[config.mk]
export PLATFORM = sky130hd
export DESIGN_NAME = paddle_input_cond
export DESIGN_NICKNAME = d
export VERILOG_FILES = /design/src/rtl/paddle_input_cond.sv
export SDC_FILE = /design/constraint.sdc
export NUM_CORES = 1
export LEC_CHECK = 0
export CAP_MARGIN = 15
export CORE_MARGIN = 2
export CORE_UTILIZATION = 30
export CTS_BUF_LIST = sky130_fd_sc_hd__clkbuf_4 sky130_fd_sc_hd__clkbuf_8 sky130_fd_sc_hd__clkbuf_16
export DETAILED_ROUTE_END_ITERATION = 10
export GPL_TIMING_DRIVEN = 0
export SYNTH_ARGS = -nofsm -noshare
export SYNTH_HDL_FRONTEND = slang
export SYNTH_SLANG_ARGS = --single-unit
export TNS_END_PERCENT = 100
[constraint.sdc]
create_clock -name clk -period 3.8 [get_ports clk]
set_input_delay 0.57 -clock clk [delete_from_list [all_inputs] [get_ports clk]]
set_output_delay 0.57 -clock clk [all_outputs]
set_load 0.1 [all_outputs]
[src/rtl/paddle_input_cond.sv]
// Input conditioning for the ping-pong controller: synchronise and debounce buttons and paddles,
// emit press/release pulses, and run a per-paddle swing/fault FSM. Define PADDLE_BTN_REPEAT_EN for button auto-repeat.
module paddle_input_cond #(
    parameter int N_BTN          = 5,
    parameter int DB_CYCLES      = 1000000,
    parameter int HOLD_TICKS     = 20,
    parameter int COOLDOWN_TICKS = 2,
    parameter int REPEAT_DELAY   = 50000000,
    parameter int REPEAT_PERIOD  = 10000000
) (
    input  logic             clk,
    input  logic             resetn,
    input  logic [N_BTN-1:0] btn_i,
    input  logic [1:0]       paddle_i,
    input  logic             tick_i,
    input  logic             game_en_i,
    output logic [N_BTN-1:0] btn_level_o,
    output logic [N_BTN-1:0] btn_press_o,
    output logic [N_BTN-1:0] btn_release_o,
    output logic [1:0]       paddle_level_o,
    output logic [1:0]       swing_o,
    output logic [1:0]       hold_fault_o
);
    localparam int N_IN     = N_BTN + 2;
    localparam int DB_W     = $clog2(DB_CYCLES);
    localparam int TCNT_MAX = (HOLD_TICKS > COOLDOWN_TICKS) ?
                              ((HOLD_TICKS > 2) ? HOLD_TICKS : 2) :
                              ((COOLDOWN_TICKS > 2) ? COOLDOWN_TICKS : 2);
    localparam int T_W      = $clog2(TCNT_MAX);

    typedef enum logic [1:0] {P_IDLE, P_SWING, P_FAULT, P_COOL} pad_state_t;

    if (DB_CYCLES < 2) begin : g_chk_db
        $error("DB_CYCLES must be at least 2");
    end
    if (HOLD_TICKS < 1 || COOLDOWN_TICKS < 1) begin : g_chk_ticks
        $error("HOLD_TICKS and COOLDOWN_TICKS must be at least 1");
    end
    if (REPEAT_DELAY < 1 || REPEAT_PERIOD < 1) begin : g_chk_rep
        $error("REPEAT_DELAY and REPEAT_PERIOD must be at least 1");
    end

    logic [N_IN-1:0]  raw_in;
    logic [N_IN-1:0]  stable_vec;
    logic [N_IN-1:0]  rise;
    logic [N_IN-1:0]  fall;
    logic [N_BTN-1:0] press_q;
    logic [N_BTN-1:0] release_q;

    assign raw_in = {paddle_i, btn_i};

    genvar gi;
    for (gi = 0; gi < N_IN; gi++) begin : g_db
        logic            sync1_q;
        logic            sync2_q;
        logic            stable_q;
        logic [DB_W-1:0] cnt_q;
        logic            flip;

        assign flip           = (sync2_q != stable_q) && (cnt_q == DB_W'(DB_CYCLES - 1));
        assign rise[gi]       = flip & sync2_q;
        assign fall[gi]       = flip & ~sync2_q;
        assign stable_vec[gi] = stable_q;

        always_ff @(posedge clk or negedge resetn) begin
            if (!resetn) begin
                sync1_q  <= 1'b0;
                sync2_q  <= 1'b0;
                stable_q <= 1'b0;
                cnt_q    <= '0;
            end else begin
                sync1_q <= raw_in[gi];
                sync2_q <= sync1_q;
                if (sync2_q == stable_q) begin
                    cnt_q <= '0;
                end else if (flip) begin
                    stable_q <= sync2_q;
                    cnt_q    <= '0;
                end else begin
                    cnt_q <= cnt_q + 1'b1;
                end
            end
        end
    end

`ifdef PADDLE_BTN_REPEAT_EN
    localparam int REP_MAX = (REPEAT_DELAY > REPEAT_PERIOD) ?
                             ((REPEAT_DELAY > 2) ? REPEAT_DELAY : 2) :
                             ((REPEAT_PERIOD > 2) ? REPEAT_PERIOD : 2);
    localparam int REP_W   = $clog2(REP_MAX);

    logic [N_BTN-1:0] rep_fire;

    for (gi = 0; gi < N_BTN; gi++) begin : g_rep
        logic [REP_W-1:0] rep_cnt_q;
        logic             rep_armed_q;
        logic             held;

        // First repeat waits REPEAT_DELAY, later ones REPEAT_PERIOD.
        assign held         = stable_vec[gi] & ~fall[gi];
        assign rep_fire[gi] = held && (rep_armed_q ? (rep_cnt_q == REP_W'(REPEAT_PERIOD - 1))
                                                   : (rep_cnt_q == REP_W'(REPEAT_DELAY - 1)));

        always_ff @(posedge clk or negedge resetn) begin
            if (!resetn) begin
                rep_cnt_q   <= '0;
                rep_armed_q <= 1'b0;
            end else if (!held) begin
                rep_cnt_q   <= '0;
                rep_armed_q <= 1'b0;
            end else if (rep_fire[gi]) begin
                rep_cnt_q   <= '0;
                rep_armed_q <= 1'b1;
            end else begin
                rep_cnt_q <= rep_cnt_q + 1'b1;
            end
        end
    end
`endif

    always_ff @(posedge clk or negedge resetn) begin
        if (!resetn) begin
            press_q   <= '0;
            release_q <= '0;
        end else begin
`ifdef PADDLE_BTN_REPEAT_EN
            press_q   <= rise[N_BTN-1:0] | rep_fire;
`else
            press_q   <= rise[N_BTN-1:0];
`endif
            release_q <= fall[N_BTN-1:0];
        end
    end

    assign btn_level_o    = stable_vec[N_BTN-1:0];
    assign btn_press_o    = press_q;
    assign btn_release_o  = release_q;
    assign paddle_level_o = stable_vec[N_IN-1:N_BTN];

    // The FSM acts on debounced edges in the same cycle the level changes.
    for (gi = 0; gi < 2; gi++) begin : g_pad
        pad_state_t     state_q;
        logic [T_W-1:0] cnt_q;
        logic           swing_q;
        logic           fault_q;
        logic           p_rise;
        logic           p_fall;

        assign p_rise           = rise[N_BTN+gi];
        assign p_fall           = fall[N_BTN+gi];
        assign swing_o[gi]      = swing_q;
        assign hold_fault_o[gi] = fault_q;

        always_ff @(posedge clk or negedge resetn) begin
            if (!resetn) begin
                state_q <= P_IDLE;
                cnt_q   <= '0;
                swing_q <= 1'b0;
                fault_q <= 1'b0;
            end else begin
                swing_q <= 1'b0;
                if (!game_en_i) begin
                    state_q <= P_IDLE;
                    cnt_q   <= '0;
                    fault_q <= 1'b0;
                end else begin
                    case (state_q)
                        P_IDLE: begin
                            if (p_rise) begin
                                state_q <= P_SWING;
                                cnt_q   <= '0;
                                swing_q <= 1'b1;
                            end
                        end
                        P_SWING: begin
                            if (p_fall) begin
                                state_q <= P_COOL;
                                cnt_q   <= '0;
                            end else if (tick_i) begin
                                if (cnt_q == T_W'(HOLD_TICKS - 1)) begin
                                    state_q <= P_FAULT;
                                    fault_q <= 1'b1;
                                end else begin
                                    cnt_q <= cnt_q + 1'b1;
                                end
                            end
                        end
                        P_FAULT: begin
                            if (p_fall) begin
                                state_q <= P_COOL;
                                cnt_q   <= '0;
                                fault_q <= 1'b0;
                            end
                        end
                        P_COOL: begin
                            if (p_rise) begin
                                state_q <= P_FAULT;
                                fault_q <= 1'b1;
                            end else if (tick_i) begin
                                if (cnt_q == T_W'(COOLDOWN_TICKS - 1)) begin
                                    state_q <= P_IDLE;
                                end else begin
                                    cnt_q <= cnt_q + 1'b1;
                                end
                            end
                        end
                        default: begin
                            state_q <= P_IDLE;
                            fault_q <= 1'b0;
                        end
                    endcase
                end
            end
        end
    end

endmodule

## Yosys cells after proc, flatten, opt, wreduce, memory -nomap -nowiden

Cells that the tools add are included.

- Add/sub/neg operators: 9
- Eq/ne operators: 61
- Mux-type cells: 74
- Bitwise operators: 28
- Reduce and logical (&&, ||, !) cells: 22

Operators with widths:

| operator | count |
|---|---|
| two-way mux 20 bit | 14 |
| adder 20 x 1 -> 20 bit, second input constant | 7 |
| equality test 20 bit, second input constant | 7 |
| two-way mux 5 bit | 18 |
| != test 3 bit, second input constant | 18 |
| != test 4 bit, second input constant | 10 |
| one-hot mux 5 bit (4 select lines) | 2 |
| two-way mux 2 bit | 18 |
| AND reduction 6 bit | 4 |
| two-way mux 1 bit | 18 |
| one-hot mux 2 bit (4 select lines) | 2 |
| bitwise AND 1 bit | 14 |
| inverter 1 bit | 14 |
| AND reduction 2 bit | 7 |
| AND reduction 7 bit | 2 |
| adder 5 x 1 -> 5 bit, second input constant | 2 |
| equality test 5 x 1 -> 1 bit, second input constant | 2 |
| equality test 5 bit, second input constant | 2 |
| equality test 2 bit, second input constant | 4 |
| != test 4 x 1 -> 1 bit, second input constant | 2 |
| equality test 1 bit | 7 |
| logical AND 1 bit | 7 |
| != test 1 bit | 7 |
| one-hot mux 1 bit (3 select lines) | 2 |
| 2 further kinds | 4 |

- Flip-flop bits (word level): 189
- Input port bits: 11
- Output and inout bits: 21
- Logic and storage cells: 232

## Depth between registers and ports, before layout

Gate-level depths: netlist (run 1).

- Word-level depth: 6
- Mapped depth: 8
- Gate-level depth less buffers: 8

## Worst setup path after synthesis (run 1)

OpenSTA, ideal clock, no wires.

- Kind: register -> register
- From: reg g_db[5].cnt_q[15]
- To: reg g_pad[0].cnt_q[3]
- Library setup time: 140 ps
- Arrival time: 2,361 ps
- Data required time: 3,660 ps
- Path slack: 1,299 ps
- Cell stages (with the launch flop): 8
- Path buffers: 1
- Clock period less this slack: 2,501 ps
- Path through: dfrtp_1 > or4b_1 > or4_1 > buf_2 > or4_4 > o211ai_2 > or2_4 > o221ai_1

- Word-level cells in the longest chain between the ends: 6
- Elaborated cells on any way between the ends: 13
- Those cells by class: eq/ne (6); mux (3); bitwise (2); reduce/logical (2)

Ends and longest elaborated chain:

| item | RTL line | text |
|---|---|---|
| start: declaration | 57 | `logic [DB_W-1:0] cnt_q;` |
| start signal: assignment | 80 | `cnt_q <= cnt_q + 1'b1;` |
| equality test 20 bit (*) | 60 | `assign flip = (sync2_q != stable_q) && (cnt_q == DB_W'(DB_CYCLES - 1));` |
| logical AND 1 bit (*) | 60 |  |
| bitwise AND 1 bit | 62 | `assign fall[gi] = flip & ~sync2_q;` |
| two-way mux 5 bit | 176 | `if (p_fall) begin` |
| one-hot mux 5 bit (4 select lines) | 167 | `case (state_q)` |
| two-way mux 5 bit | 162 | `if (!game_en_i) begin` |
| end signal: assignment | 184 | `cnt_q <= cnt_q + 1'b1;` |
| end signal: assignment | 203 | `cnt_q <= cnt_q + 1'b1;` |
| end: declaration | 143 | `logic [T_W-1:0] cnt_q;` |

Mark *: on every way between the ends. The rest lies on a longest branch, timed or not.
A chain may end at the register's enable or synchronous reset.

## Worst setup path in the final report (run 1)

- From: reg g_db[6].stable_q
- To: out paddle_level_o[1]

RTL lines:

| item | RTL line | text |
|---|---|---|
| start: declaration | 56 | `logic stable_q;` |
| start signal: assignment | 77 | `stable_q <= sync2_q;` |
| end: declaration | 20 | `output logic [1:0] paddle_level_o,` |

No word-level cell between the ends.

==> summary.json, run 1 <==
{
  "clock_network": {
    "clock_insertion_delay_worst_skew_ns": 0.43,
    "reg_clk_slew_reported_paths_ns": 0.08,
    "clkSinkCount": 189,
    "tritoncts.num_buffers": 17,
    "cts_setup_buffers": 0,
    "tritoncts": "yes",
    "cts_hold_buf": 0,
    "max-clock-path-buffers": 2,
    "post_cts_gate_resize_count": 0,
    "clock_tree.htree_level_count": 4,
    "cts_root_buffer": "sky130_fd_sc_hd__clkbuf_16"
  },
  "sta": {
    "worst_margin_pin_slew_ns": 0.986,
    "whs_ns": 0.164,
    "hold_viol": 0,
    "slew-limit-headroom_pct": 34.1,
    "setup_viol": 0,
    "grt_setup_unrepaired": "no",
    "fin_crit_ns": 2.67,
    "timing.final.crit_share_pct": 70.4,
    "totalNegativeSetupSlack_ns": 0,
    "worst_clock_skew_ns": 0.0122,
    "timing.fmax_mhz": 374,
    "maxSlewViolCount": 0
  },
  "grt": {
    "grt_start_max_net_pins": 112,
    "initial_antenna_violation_count": 0,
    "grt_pass1_vias": 6712,
    "groute.usage.overall_pct": 11.2,
    "grt_first_pass_wirelength_mm": 30.9,
    "globalRoute.totalOverflow": 0
  },
  "synthesis": {
    "synth_fa_ha_area_share_pct": 2.57,
    "netlist_top_cells_area": "sky130_fd_sc_hd__dfrtp_1 (51%), sky130_fd_sc_hd__xor2_1 (7.5%), sky130_fd_sc_hd__nor2_1 (6.8%)",
    "synth_warnings": 0,
    "synth-compound-area-share_pct": 5.55,
    "post_synth_and_or_nand_nor_area_fraction_pct": 25.3,
    "synth_top_area_cell": "sky130_fd_sc_hd__dfrtp_1",
    "synth_async_sr_flop_share_pct": 100,
    "combinational_family_with_the_most_area_after_synthesis": "simple AND/OR/NAND/NOR gates",
    "register_bit_total_from_synthesis": 189,
    "synth_top_area_share_pct": 51.0,
    "synthesis.nets": 975,
    "flip_flop_cell_with_the_highest_count_after_synthesis": "sky130_fd_sc_hd__dfrtp_1",
    "syn_area_um2": 9270,
    "synthCells": 945,
    "ys_seq_area_share_pct": 51.0,
    "synth_edf_count": 0,
    "synthXorXnorAreaFrac_pct": 11.7,
    "avgSynthCellArea_um2": 9.81,
    "synth_cell_types": 58,
    "post_synth_mux_area_share_pct": 1.04
  },
  "layout": {
    "antenna-diode-count": 0,
    "final_cell_area_um2": 10700,
    "area.growth.synth_to_final_pct": 15.0,
    "number_of_fill_cells_in_the_layout": 3039,
    "postLayoutCoreUtil_pct": 34.9,
    "finish.net_count": 1026,
    "drive_above_1_share_pct": 6.74
  },
  "worst_setup_path": {
    "cp_cell_sequence": "buf_4 > clkdlybuf4s50_1",
    "timing.critical_path.from_type": "register",
    "critical_path.endpoint_type": "output pin",
    "critical_path_class": "reg2out",
    "worstPathMaxFanout": 6,
    "timing.critical_path.arrival_ns": 2.10,
    "worst-endpoint-required_ns": 3.23,
    "slowest_delay_ns": 1.11,
    "crit_path_top_delay_cell": "sky130_fd_sc_hd__clkdlybuf4s50_1"
  },
  "floorplan": {
    "area_of_the_die_um2": 32300,
    "design.core.area_um2": 30500,
    "dieWidth_um": 180,
    "initial_cell_density_of_the_core_pct": 30.4,
    "row_count": 64,
    "fp.dieH_um": 180,
    "top_level_ports": 32
  },
  "power_and_ir_drop": {
    "leakage_power_of_the_design_nw": 4.48,
    "totalPowerFinal_w": 0.00418,
    "vdd_ir_drop_max_mv": 0.293,
    "p_per_area_nw_per_um2": 392
  },
  "drt": {
    "detail_route.wirelength_mm": 17.0,
    "final_antenna_net_count": 0,
    "post-route-drc-count": 0,
    "drtPass1Iterations": 4,
    "iteration_0_drc_count_of_the_detailed_router": 402,
    "viasPerCell": 4.69,
    "number_of_vias_in_the_routed_layout": 6583,
    "route.detailed.wl_per_inst_um": 12.1
  },
  "place": {
    "routabilityCongestion": 0.752,
    "io_buffers": 31,
    "post_dp_cell_area_um2": 10100,
    "hpwl_mm": 11.6
  },
  "hold_path": {
    "worst_hold_path_type": "in2async"
  },
  "outcome": {
    "status": "finished, final reports clean"
  },
  "flow_run": {
    "count_of_maximum_capacitance_violations": 0
  }
}
critical path, delay by kind of cell, from the launching register on:
family | cells | cell delay [ns]
buffers and inverters | 2 | 1.24
DFF | 1 | 0.43
sequential cells by signal, indices dropped and copies added (netlist names):
register,cells
btn_press_o,5
btn_release_o,5
g_db.cnt_q,140
g_db.stable_q,7
g_db.sync1_q,7
g_db.sync2_q,7
g_pad.cnt_q,10
g_pad.fault_q,2
g_pad.state_q,4
g_pad.swing_q,2
layout by cell type (no fill, tap or decap), drive strengths merged, types with 5 or more instances in the layout:
cell	Yosys	final
ha	19	19
xnor2	45	45
a21o	6	6
nor3	16	16
mux2	5	5
clkbuf	20	38
a21oi	17	17
or2	6	6
and4	9	9
or3	12	12
buf	12	14
nor2	168	168
clkdlybuf4s50	0	30
or4	5	5
nor4	22	22
nand4	27	27
and3	17	17
nand4b	5	5
nand3	72	72
xor2	79	79
o21a	5	5
nand2b	5	5
nand2	73	73
inv	26	34
nor4b	8	8
o21ai	17	17
dfrtp	189	189
nor2b	10	10
and2	7	7
per-layer routing:
metal  GRT usage (%)  vias up  routed length [um]
met1            14.8     3199                8530
met2            18.7       37                8040
met4            3.35        0                 180
met3            2.11        8                 266
met5               0        -                   0
li1                -     3339                   -
kinds of logic (layout without fill, tap and decap cells):
kind of cell / after synthesis / count (layout)
buf+inv: 58 / 122
flops: 189 / 189
xor+xnor: 124 / 124
simple gates: 472 / 472
mux: 9 / 9
fa+ha+maj: 19 / 19
compound gates: 74 / 74
cell type report:
type                            instances  area (um^2)  area share, %
Buffer                                 32          163           1.53
Clock buffer                           18          433           4.06
Clock inverter                         14          123           1.15
Inverter                               26         97.6          0.915
Multi-Input combinational cell        698         4280           40.1
Sequential cell                       189         4730           44.4
Tap cell                              396          495           4.65
Timing Repair Buffer                   32          343           3.22
path summary, 6_finish.rpt:
check	to	slack [ns]	depth (start not counted)	startpoint
worst min register to register	g_db[6].sync2_q	0.35	0	g_db[6].sync1_q
min in group clk	g_db[6].sync2_q	0.35	0	g_db[6].sync1_q
max in group asynchronous	g_db[0].cnt_q[16]	2.73	2	resetn
worst max register to register	g_pad[0].cnt_q[3]	1.13	7	g_db[5].cnt_q[15]
worst min-delay path	g_db[6].cnt_q[5]	0.16	1	resetn
worst max-delay path	paddle_level_o[1]	1.13	2	g_db[6].stable_q
Yosys cell counts, types with 2 or more instances:
| cell | number |
|---|---|
| sky130_fd_sc_hd__nand2b_1 | 5 |
| sky130_fd_sc_hd__nor4_1 | 22 |
| sky130_fd_sc_hd__o2111ai_1 | 2 |
| sky130_fd_sc_hd__nor4bb_1 | 4 |
| sky130_fd_sc_hd__a21boi_0 | 3 |
| sky130_fd_sc_hd__o31ai_1 | 4 |
| sky130_fd_sc_hd__inv_1 | 26 |
| sky130_fd_sc_hd__or4_1 | 4 |
| sky130_fd_sc_hd__xnor2_1 | 45 |
| sky130_fd_sc_hd__a21o_1 | 6 |
| sky130_fd_sc_hd__nor4b_1 | 8 |
| sky130_fd_sc_hd__ha_1 | 19 |
| sky130_fd_sc_hd__nand3b_1 | 2 |
| sky130_fd_sc_hd__o31a_1 | 2 |
| sky130_fd_sc_hd__nand4_1 | 27 |
| sky130_fd_sc_hd__buf_4 | 11 |
| sky130_fd_sc_hd__nand3_1 | 72 |
| sky130_fd_sc_hd__and4_1 | 9 |
| sky130_fd_sc_hd__and3_1 | 17 |
| sky130_fd_sc_hd__a21oi_1 | 16 |
| sky130_fd_sc_hd__or2_2 | 5 |
| sky130_fd_sc_hd__xor2_1 | 79 |
| sky130_fd_sc_hd__clkbuf_1 | 20 |
| sky130_fd_sc_hd__nor2_1 | 168 |
| sky130_fd_sc_hd__and2_1 | 7 |
| sky130_fd_sc_hd__nand4b_1 | 5 |
| sky130_fd_sc_hd__dfrtp_1 | 189 |
| sky130_fd_sc_hd__o21ai_0 | 17 |
| sky130_fd_sc_hd__o21a_1 | 5 |
| sky130_fd_sc_hd__nor2b_1 | 10 |
| sky130_fd_sc_hd__nor3_2 | 2 |
| sky130_fd_sc_hd__nor3b_1 | 2 |
| sky130_fd_sc_hd__mux2i_1 | 4 |
| sky130_fd_sc_hd__o22ai_1 | 3 |
| sky130_fd_sc_hd__or3_1 | 12 |
| sky130_fd_sc_hd__mux2_2 | 5 |
| sky130_fd_sc_hd__nand2_1 | 73 |
| sky130_fd_sc_hd__a31oi_1 | 2 |
| sky130_fd_sc_hd__nor3_1 | 14 |
report_power, final:
part / total, W / switching [W] / internal [W]
registers: 0.00210 / 0.0000447 / 0.00205
clock network: 0.00170 / 0.000826 / 0.000871
logic: 0.000388 / 0.000241 / 0.000146
total: 0.00418 / 0.00111 / 0.00307
metrics by stage:
step           std cells  setup WS (ns)
4_1_cts             1405           1.10
5_1_grt             1405          0.927
3_5_place_dp        1373           1.04
3_3_place_gp        1372          -6.04
6_report            1405           1.13
2_1_floorplan        945           1.30
Note: power is estimated with default switching activity, not from simulation.
==> run 2: changes to the inputs <==
==> constraint.sdc (replaced) <==
create_clock -name clk -period 2.2 [get_ports clk]
set_input_delay 0.33 -clock clk [delete_from_list [all_inputs] [get_ports clk]]
set_output_delay 0.33 -clock clk [all_outputs]
set_load 0.1 [all_outputs]
==> run 2 against run 1 <==
The flow now finishes with violations (setup timing). Combinational power increased by 100%. Global-route usage is 0.21 points higher. Total power is 76% higher. Critical endpoint is now g_pad[0].cnt_q[2]. Register-to-register slack worse by 1.3 ns. Clock power grew 75%. Sequential cell count is the same. Hold slack improved by 0.16 ns. Non-clock buffer count is 18 higher.
==> summary.json, run 2 (same netlist as run 1, synthesis figures left out) <==
{
  "grt": {
    "grt_use_met3": {"value": 2.17, "unit": "%", "change": "+0.061 points"},
    "grt_pass1_vias": {"value": 6694, "change": "-0.27%"},
    "grt_first_pass_wirelength": {"value": 31.4, "unit": "mm", "change": "+1.7%"},
    "grt_most_used_layer": "met2",
    "initial_antenna_violation_count": {"value": 0, "change": "unchanged"},
    "global_route.usage.met2": {"value": 19.0, "unit": "%", "change": "+0.28 points"},
    "met1_usage": {"value": 15.1, "unit": "%", "change": "+0.28 points"},
    "groute.usage.overall": {"value": 11.4, "unit": "%", "change": "+0.21 points"},
    "grt_start_max_net_pins": {"value": 113, "change": "+0.89%"},
    "globalRoute.totalOverflow": {"value": 0, "change": "unchanged"}
  },
  "sta": {
    "hold_viol": {"value": 0, "change": "unchanged"},
    "fin_ws": {"value": -0.222, "unit": "ns", "change": "-1.35 ns"},
    "slew-limit-headroom": {"value": 35.1, "unit": "%", "change": "+1.0 points"},
    "totalNegativeSetupSlack": {"value": -1.37, "unit": "ns", "change": "-1.37 ns"},
    "grt_setup_unrepaired": "yes",
    "timing.final.crit_share_pct": 110,
    "worst_margin_pin_slew": {"value": 0.978, "unit": "ns", "change": "-0.00803 ns"},
    "timing.fmax_mhz": 413,
    "setup_viol": {"value": 7, "change": "+7"},
    "fin_crit_ns": 2.42,
    "worst_clock_skew": {"value": 0.0153, "unit": "ns", "change": "+0.00307 ns"},
    "maxSlewViolCount": {"value": 0, "change": "unchanged"},
    "whs": {"value": 0.327, "unit": "ns", "change": "+0.163 ns"}
  },
  "power_and_ir_drop": {
    "vdd_ir_drop_max": {"value": 0.534, "unit": "mV", "change": "+82%"},
    "totalPowerFinal": {"value": 0.00738, "unit": "W", "change": "+76%"},
    "p_per_area": {"value": 665, "unit": "nW/um^2", "change": "+70%"},
    "leakage_power_of_the_design": {"value": 4.76, "unit": "nW", "change": "+6.3%"}
  },
  "layout": {
    "drive_above_1_share": {"value": 13.0, "unit": "%", "change": "+6.2 points"},
    "register_with_the_most_flip_flops": "g_db.cnt_q",
    "number_of_fill_cells_in_the_layout": {"value": 3025, "change": "-0.46%"},
    "most-common-layout-cells": "sky130_fd_sc_hd__dfrtp_1 (187), sky130_fd_sc_hd__nor2_1 (167), sky130_fd_sc_hd__xor2_1 (79)",
    "largest_reg_flops": {"value": 140, "change": "unchanged"},
    "layout_commonest_cell": "sky130_fd_sc_hd__dfrtp_1",
    "area.growth.synth_to_final_pct": 19.7,
    "largest_registers": "g_db.cnt_q x140, g_pad.cnt_q x10",
    "antenna-diode-count": {"value": 0, "change": "unchanged"},
    "finish.net_count": {"value": 1044, "change": "+1.8%"},
    "postLayoutCoreUtil": {"value": 36.3, "unit": "%", "change": "+1.4 points"}
  },
  "drt": {
    "post-route-drc-count": {"value": 0, "change": "unchanged"},
    "viasPerCell": {"value": 4.74, "change": "+1.1%"},
    "number_of_vias_in_the_routed_layout": {"value": 6739, "change": "+2.4%"},
    "final_antenna_net_count": {"value": 0, "change": "unchanged"},
    "detail_route.wirelength": {"value": 17.9, "unit": "mm", "change": "+5.1%"},
    "iteration_0_drc_count_of_the_detailed_router": {"value": 409, "change": "+1.7%"},
    "route.detailed.wl_per_inst": {"value": 12.6, "unit": "um", "change": "+3.8%"},
    "drtPass1Iterations": {"value": 4, "change": "unchanged"}
  },
  "floorplan": {
    "fp.dieH": {"value": 180, "unit": "um", "change": "unchanged"},
    "initial_cell_density_of_the_core": {"value": 30.4, "unit": "%", "change": "unchanged"},
    "design.core.area": {"value": 30500, "unit": "um^2", "change": "unchanged"},
    "area_of_the_die": {"value": 32300, "unit": "um^2", "change": "unchanged"},
    "row_count": {"value": 64, "change": "unchanged"},
    "dieWidth": {"value": 180, "unit": "um", "change": "unchanged"},
    "top_level_ports": {"value": 32, "change": "unchanged"}
  },
  "hold_path": {
    "worst_hold_startpoint": "btn_i[3]",
    "worst_hold_path_depth": 1,
    "worst_hold_path_type": "in2reg",
    "hold_end": "g_db[3].sync1_q"
  },
  "clock_network": {
    "clock_tree.htree_level_count": {"value": 4, "change": "unchanged"},
    "max-clock-path-buffers": {"value": 2, "change": "unchanged"},
    "reg_clk_slew_reported_paths": {"value": 0.07, "unit": "ns", "change": "about the same"},
    "clock_insertion_delay_worst_skew": {"value": 0.43, "unit": "ns", "change": "about the same"},
    "tritoncts": "yes",
    "tritoncts.num_buffers": {"value": 17, "change": "unchanged"},
    "cts_root_buffer": "sky130_fd_sc_hd__clkbuf_16",
    "clkSinkCount": {"value": 189, "change": "unchanged"}
  },
  "place": {
    "io_buffers": {"value": 31, "change": "unchanged"},
    "hpwl": {"value": 11.7, "unit": "mm", "change": "+0.94%"},
    "routabilityCongestion": {"value": 0.766, "change": "+1.9%"}
  },
  "outcome": {
    "status": "finished, violations left",
    "violated_checks": "setup timing"
  },
  "flow_run": {
    "count_of_maximum_capacitance_violations": {"value": 0, "change": "unchanged"}
  },
  "worst_setup_path": {
    "critical_path.n_buffers_inverters": {"value": 0, "change": "-2"},
    "reg2reg_slack": {"value": -0.22, "unit": "ns", "change": "-1.35 ns"},
    "timing.critical_path.from_type": "register",
    "slowest_delay": {"value": 0.54, "unit": "ns", "change": "-0.57 ns"},
    "crit_path_top_delay_cell": "sky130_fd_sc_hd__or4b_4",
    "worstPathMaxFanout": {"value": 6, "change": "unchanged"},
    "worst-endpoint-required": {"value": 2.53, "unit": "ns", "change": "-0.70 ns"},
    "rr_startpoint": "g_db[5].cnt_q[10]",
    "r2r.worst_path.cells": {"value": 6, "change": "-1"},
    "critical_path.endpoint_type": "register",
    "timing.critical_path.arrival": {"value": 2.75, "unit": "ns", "change": "+0.65 ns"},
    "crit-reg2reg-capture": "g_pad[0].cnt_q[2]",
    "critical_path_class": "reg2reg",
    "cp_cell_sequence": "or4b_4 > or4_4 > nor3_4 > a21oi_4 > or2_4 > o32ai_2",
    "cp_top_family": "simple AND/OR/NAND/NOR gates"
  }
}
## run 2: per-layer routing
metal / part of all wire (%) / wire length (um)
met1: 49 / 8830
met2: 47 / 8490
met3: 2.1 / 377
met5: 0 / 0
met4: 1.1 / 191
## run 2: what timing repair did
item,4_1_cts,5_1_grt
endpoints found under the setup margin,94,129
hold endpoints to repair,77,0
pin swaps,15,9
cloned,0,1
resized for setup,63,43
hold buffers,1,0
setup buffers,10,9
## run 2: power breakdown
group	switching, W	leakage [nW]	internal [W]
Combinational	0.000457	1.90	0.000323
Sequential	0.0000801	2.58	0.00355
Clock	0.00138	0.276	0.00158
Total	0.00192	4.76	0.00546
## run 2: area by class of cell
type                    instances  area (um^2)  share of cell area (%)
clock buffers                  22          482                    4.34
inverters                      26         97.6                   0.880
clock inverters                10         80.1                   0.722
flip-flops and latches        189         4730                    42.7
plain buffers                  29          185                    1.67
multi-input cells             698         4500                    40.6
well taps                     396          495                    4.47
repair buffers                 53          520                    4.69
## run 2: how the worst max path moves through the flow
stage                                  from           endpoint  slack, ns  cells after the start
final                     g_db[5].cnt_q[10]  g_pad[0].cnt_q[2]      -0.22                      6
after global routing      g_db[5].cnt_q[10]  g_pad[0].cnt_q[2]      -0.32                      6
after CTS                 g_db[5].cnt_q[10]  g_pad[0].cnt_q[4]      -0.25                      7
after global placement               resetn  g_db[3].cnt_q[18]      -7.45                      1
after floorplan           g_db[5].cnt_q[15]  g_pad[0].cnt_q[3]      -0.30                      7
after detailed placement  g_db[5].cnt_q[15]  g_pad[0].cnt_q[3]      -0.47                      7
## run 2: worst reg2reg max path: stages (launching register included)
cell and delay [ns]:
sky130_fd_sc_hd__dfrtp_1 0.38, sky130_fd_sc_hd__or4b_4 0.54, sky130_fd_sc_hd__or4_4 0.51, sky130_fd_sc_hd__nor3_4 0.31, sky130_fd_sc_hd__a21oi_4 0.07, sky130_fd_sc_hd__or2_4 0.31, sky130_fd_sc_hd__o32ai_2 0.21
## run 2: through the flow
stage | cells | worst slack, ns | area [um^2]
2_1_floorplan | 945 | -0.297 | 9270
3_3_place_gp | 1372 | -7.45 | 10100
3_5_place_dp | 1373 | -0.474 | 10100
4_1_cts | 1416 | -0.247 | 10900
5_1_grt | 1423 | -0.319 | 11100
6_report | 1423 | -0.222 | 11100
==> run 3: changes to the inputs <==
--- a/config.mk
+++ b/config.mk
@@ -11,6 +11,7 @@
 export CTS_BUF_LIST = sky130_fd_sc_hd__clkbuf_4 sky130_fd_sc_hd__clkbuf_8 sky130_fd_sc_hd__clkbuf_16
 export DETAILED_ROUTE_END_ITERATION = 10
 export GPL_TIMING_DRIVEN = 0
+export SKIP_CTS_REPAIR_TIMING = 1
 export SYNTH_ARGS = -nofsm -noshare
 export SYNTH_HDL_FRONTEND = slang
 export SYNTH_SLANG_ARGS = --single-unit
==> run 3 against run 2 <==
The run still ends with setup timing left. Via count is 0.34% lower. Sequential power hardly changed. Combinational power is 7.8% lower. Clock power hardly changed. Non-clock buffer count stayed put. Design area is 0.34% higher. Total power is 0.88% lower. Global-route usage is 0.26 points lower. Largest power group unchanged. Critical path depth is 1 higher.
==> summary.json, run 3 (same netlist as run 1, synthesis figures left out) <==
{
  "layout": {
    "largest_registers": "g_db.cnt_q x140, g_pad.cnt_q x10",
    "number_of_fill_cells_in_the_layout": {"value": 3018, "change": "-0.23%"},
    "antenna-diode-count": {"value": 0, "change": "unchanged"},
    "layout_commonest_cell": "sky130_fd_sc_hd__dfrtp_1",
    "drive_above_1_share": {"value": 12.5, "unit": "%", "change": "-0.49 points"},
    "area.growth.synth_to_final_pct": 20.1,
    "most-common-layout-cells": "sky130_fd_sc_hd__dfrtp_1 (189), sky130_fd_sc_hd__nor2_1 (168), sky130_fd_sc_hd__xor2_1 (79)",
    "fin_cells": {"value": 1423, "change": "unchanged"},
    "finish.net_count": {"value": 1044, "change": "unchanged"},
    "largest_reg_flops": {"value": 140, "change": "unchanged"},
    "register_with_the_most_flip_flops": "g_db.cnt_q"
  },
  "sta": {
    "grt_setup_unrepaired": "yes",
    "timing.final.crit_share": {"value": 114, "unit": "%", "change": "+3.8 points"},
    "hold_viol": {"value": 0, "change": "unchanged"},
    "fin_ws": {"value": -0.305, "unit": "ns", "change": "-0.0828 ns"},
    "worst_margin_pin_slew": {"value": 0.989, "unit": "ns", "change": "+0.0115 ns"},
    "maxSlewViolCount": {"value": 0, "change": "unchanged"},
    "worst_clock_skew": {"value": 0.0145, "unit": "ns", "change": "-0.000782 ns"},
    "setup_viol": {"value": 14, "change": "+7"},
    "slew-limit-headroom": {"value": 33.9, "unit": "%", "change": "-1.1 points"},
    "timing.fmax": {"value": 399, "unit": "MHz", "change": "-3.3%"},
    "whs": {"value": 0.327, "unit": "ns", "change": "+0.000266 ns"},
    "fin_crit": {"value": 2.50, "unit": "ns", "change": "+0.0828 ns"}
  },
  "hold_path": {
    "hold_end": "g_db[3].sync1_q",
    "worst_hold_startpoint": "btn_i[3]",
    "worst_hold_path_type": "in2reg",
    "worst_hold_path_depth": {"value": 1, "change": "unchanged"}
  },
  "floorplan": {
    "top_level_ports": {"value": 32, "change": "unchanged"},
    "row_count": {"value": 64, "change": "unchanged"},
    "initial_cell_density_of_the_core": {"value": 30.4, "unit": "%", "change": "unchanged"},
    "design.core.area": {"value": 30500, "unit": "um^2", "change": "unchanged"},
    "dieWidth": {"value": 180, "unit": "um", "change": "unchanged"},
    "fp.dieH": {"value": 180, "unit": "um", "change": "unchanged"},
    "area_of_the_die": {"value": 32300, "unit": "um^2", "change": "unchanged"}
  },
  "worst_setup_path": {
    "rr_startpoint": "g_db[5].cnt_q[10]",
    "timing.critical_path.from_type": "register",
    "critical_path.endpoint_type": "register",
    "worstPathMaxFanout": {"value": 8, "change": "+2"},
    "crit-reg2reg-capture": "g_pad[0].cnt_q[4]",
    "worst-endpoint-required": {"value": 2.50, "unit": "ns", "change": "-0.03 ns"},
    "r2r.worst_path.cells": {"value": 7, "change": "+1"},
    "reg2reg_slack": {"value": -0.30, "unit": "ns", "change": "-0.08 ns"},
    "timing.critical_path.arrival": {"value": 2.80, "unit": "ns", "change": "+0.05 ns"},
    "critical_path_class": "reg2reg"
  },
  "outcome": {
    "violated_checks": "setup timing",
    "status": "finished, violations left"
  },
  "drt": {
    "dr_wl_met3": {"value": 380, "unit": "um", "change": "+0.80%"},
    "final_antenna_net_count": {"value": 0, "change": "unchanged"},
    "drt-met1-wl": {"value": 8.75, "unit": "mm", "change": "-0.88%"},
    "drtPass1Iterations": {"value": 4, "change": "unchanged"},
    "detail_route.wirelength": {"value": 17.7, "unit": "mm", "change": "-0.79%"},
    "maxUsedRoutingLayer": "met4",
    "route.met2.wl": {"value": 8.43, "unit": "mm", "change": "-0.70%"},
    "route.detailed.wl_per_inst": {"value": 12.5, "unit": "um", "change": "-0.79%"},
    "number_of_vias_in_the_routed_layout": {"value": 6716, "change": "-0.34%"},
    "viasPerCell": {"value": 4.72, "change": "-0.34%"},
    "post-route-drc-count": {"value": 0, "change": "unchanged"},
    "iteration_0_drc_count_of_the_detailed_router": {"value": 376, "change": "-8.1%"}
  },
  "clock_network": {
    "reg_clk_slew_reported_paths": {"value": 0.07, "unit": "ns", "change": "about the same"},
    "tritoncts.num_buffers": {"value": 17, "change": "unchanged"},
    "tritoncts": "yes",
    "clock_tree.htree_level_count": {"value": 4, "change": "unchanged"},
    "clock_insertion_delay_worst_skew": {"value": 0.43, "unit": "ns", "change": "about the same"},
    "clkSinkCount": {"value": 189, "change": "unchanged"},
    "max-clock-path-buffers": {"value": 2, "change": "unchanged"},
    "cts_root_buffer": "sky130_fd_sc_hd__clkbuf_16"
  },
  "place": {
    "routabilityCongestion": {"value": 0.766, "change": "unchanged"},
    "hpwl": {"value": 11.7, "unit": "mm", "change": "unchanged"},
    "placement.setup.worst_slack": {"value": -0.474, "unit": "ns", "change": "unchanged"},
    "io_buffers": {"value": 31, "change": "unchanged"},
    "placed_cells_incl_taps": {"value": 1373, "change": "unchanged"}
  },
  "grt": {
    "groute.usage.overall": {"value": 11.2, "unit": "%", "change": "-0.26 points"},
    "globalRoute.totalOverflow": {"value": 0, "change": "unchanged"},
    "grt_pass1_vias": {"value": 6527, "change": "-2.5%"},
    "grt_start_max_net_pins": {"value": 113, "change": "unchanged"},
    "initial_antenna_violation_count": {"value": 0, "change": "unchanged"},
    "grt_first_pass_wirelength": {"value": 30.7, "unit": "mm", "change": "-2.3%"}
  },
  "flow_run": {
    "count_of_maximum_capacitance_violations": {"value": 0, "change": "unchanged"}
  },
  "power_and_ir_drop": {
    "totalPowerFinal": {"value": 0.00731, "unit": "W", "change": "-0.88%"},
    "p_per_area": {"value": 657, "unit": "nW/um^2", "change": "-1.2%"},
    "leakage_power_of_the_design": {"value": 5.07, "unit": "nW", "change": "+6.5%"},
    "vdd_ir_drop_max": {"value": 0.533, "unit": "mV", "change": "-0.30%"}
  }
}
[run 3: changes by cell type in the layout (fill, tap and decap cells not counted), moves of 3 or more]
cell | before | now
sky130_fd_sc_hd__dlymetal6s2s_1 | 0 | 21
sky130_fd_sc_hd__dlygate4sd2_1 | 19 | 0
sky130_fd_sc_hd__buf_6 | 3 | 6
sky130_fd_sc_hd__nand2_2 | 4 | 1
[run 3: how the worst max path moves through the flow]
stage / startpoint / endpoint / depth (start not counted)
after detailed placement: g_db[5].cnt_q[15] / g_pad[0].cnt_q[3] / 7
after CTS: g_db[5].cnt_q[15] / g_pad[0].cnt_q[2] / 7
final: g_db[5].cnt_q[10] / g_pad[0].cnt_q[4] / 7
after global placement: resetn / g_db[3].cnt_q[18] / 1
after global routing: g_db[5].cnt_q[10] / g_pad[0].cnt_q[3] / 7
after floorplan: g_db[5].cnt_q[15] / g_pad[0].cnt_q[3] / 7
[run 3: final cells by class]
type                       count  area, um^2  area share (%)
multi-input combinational    698        4490            40.4
timing repair buffer          51         556            4.99
sequential                   189        4730            42.5
clock buffer                  22         482            4.33
inverter                      26        97.6           0.877
clock inverter                10        80.1           0.720
tap                          396         495            4.45
buffer                        31         193            1.73
[run 3: through the flow]
stage,setup TNS (ns),utilization [%],cell area [um^2]
floorplan,-1.43,-,9270
global placement,-1415.25,33.0,10100
detailed placement,-10.73,33.1,10100
CTS,-14.36,35.0,10700
global route,-4.53,36.5,11100
finish,-1.92,36.5,11100
[run 3: worst max-delay path, cell delays in order, from the launching register on]
cell	delay, ns
sky130_fd_sc_hd__dfrtp_1	0.41
sky130_fd_sc_hd__or4b_4	0.54
sky130_fd_sc_hd__or4_4	0.43
sky130_fd_sc_hd__buf_6	0.16
sky130_fd_sc_hd__or4_4	0.43
sky130_fd_sc_hd__o211ai_4	0.12
sky130_fd_sc_hd__or2_4	0.21
sky130_fd_sc_hd__o221ai_2	0.10
[run 3: routing by layer]
| layer | global-route usage, % | vias up |
|---|---|---|
| met5 | 0 | - |
| met3 | 2.17 | 9 |
| met2 | 18.3 | 52 |
| li1 | - | 3379 |
| met4 | 3.51 | 0 |
| met1 | 14.9 | 3276 |
[run 3: power by group]
part,switching [W],leakage (nW),internal [W]
clock network,0.00138,0.276,0.00158
registers,0.0000799,2.59,0.00355
logic,0.000442,2.20,0.000277
total,0.00190,5.07,0.00541
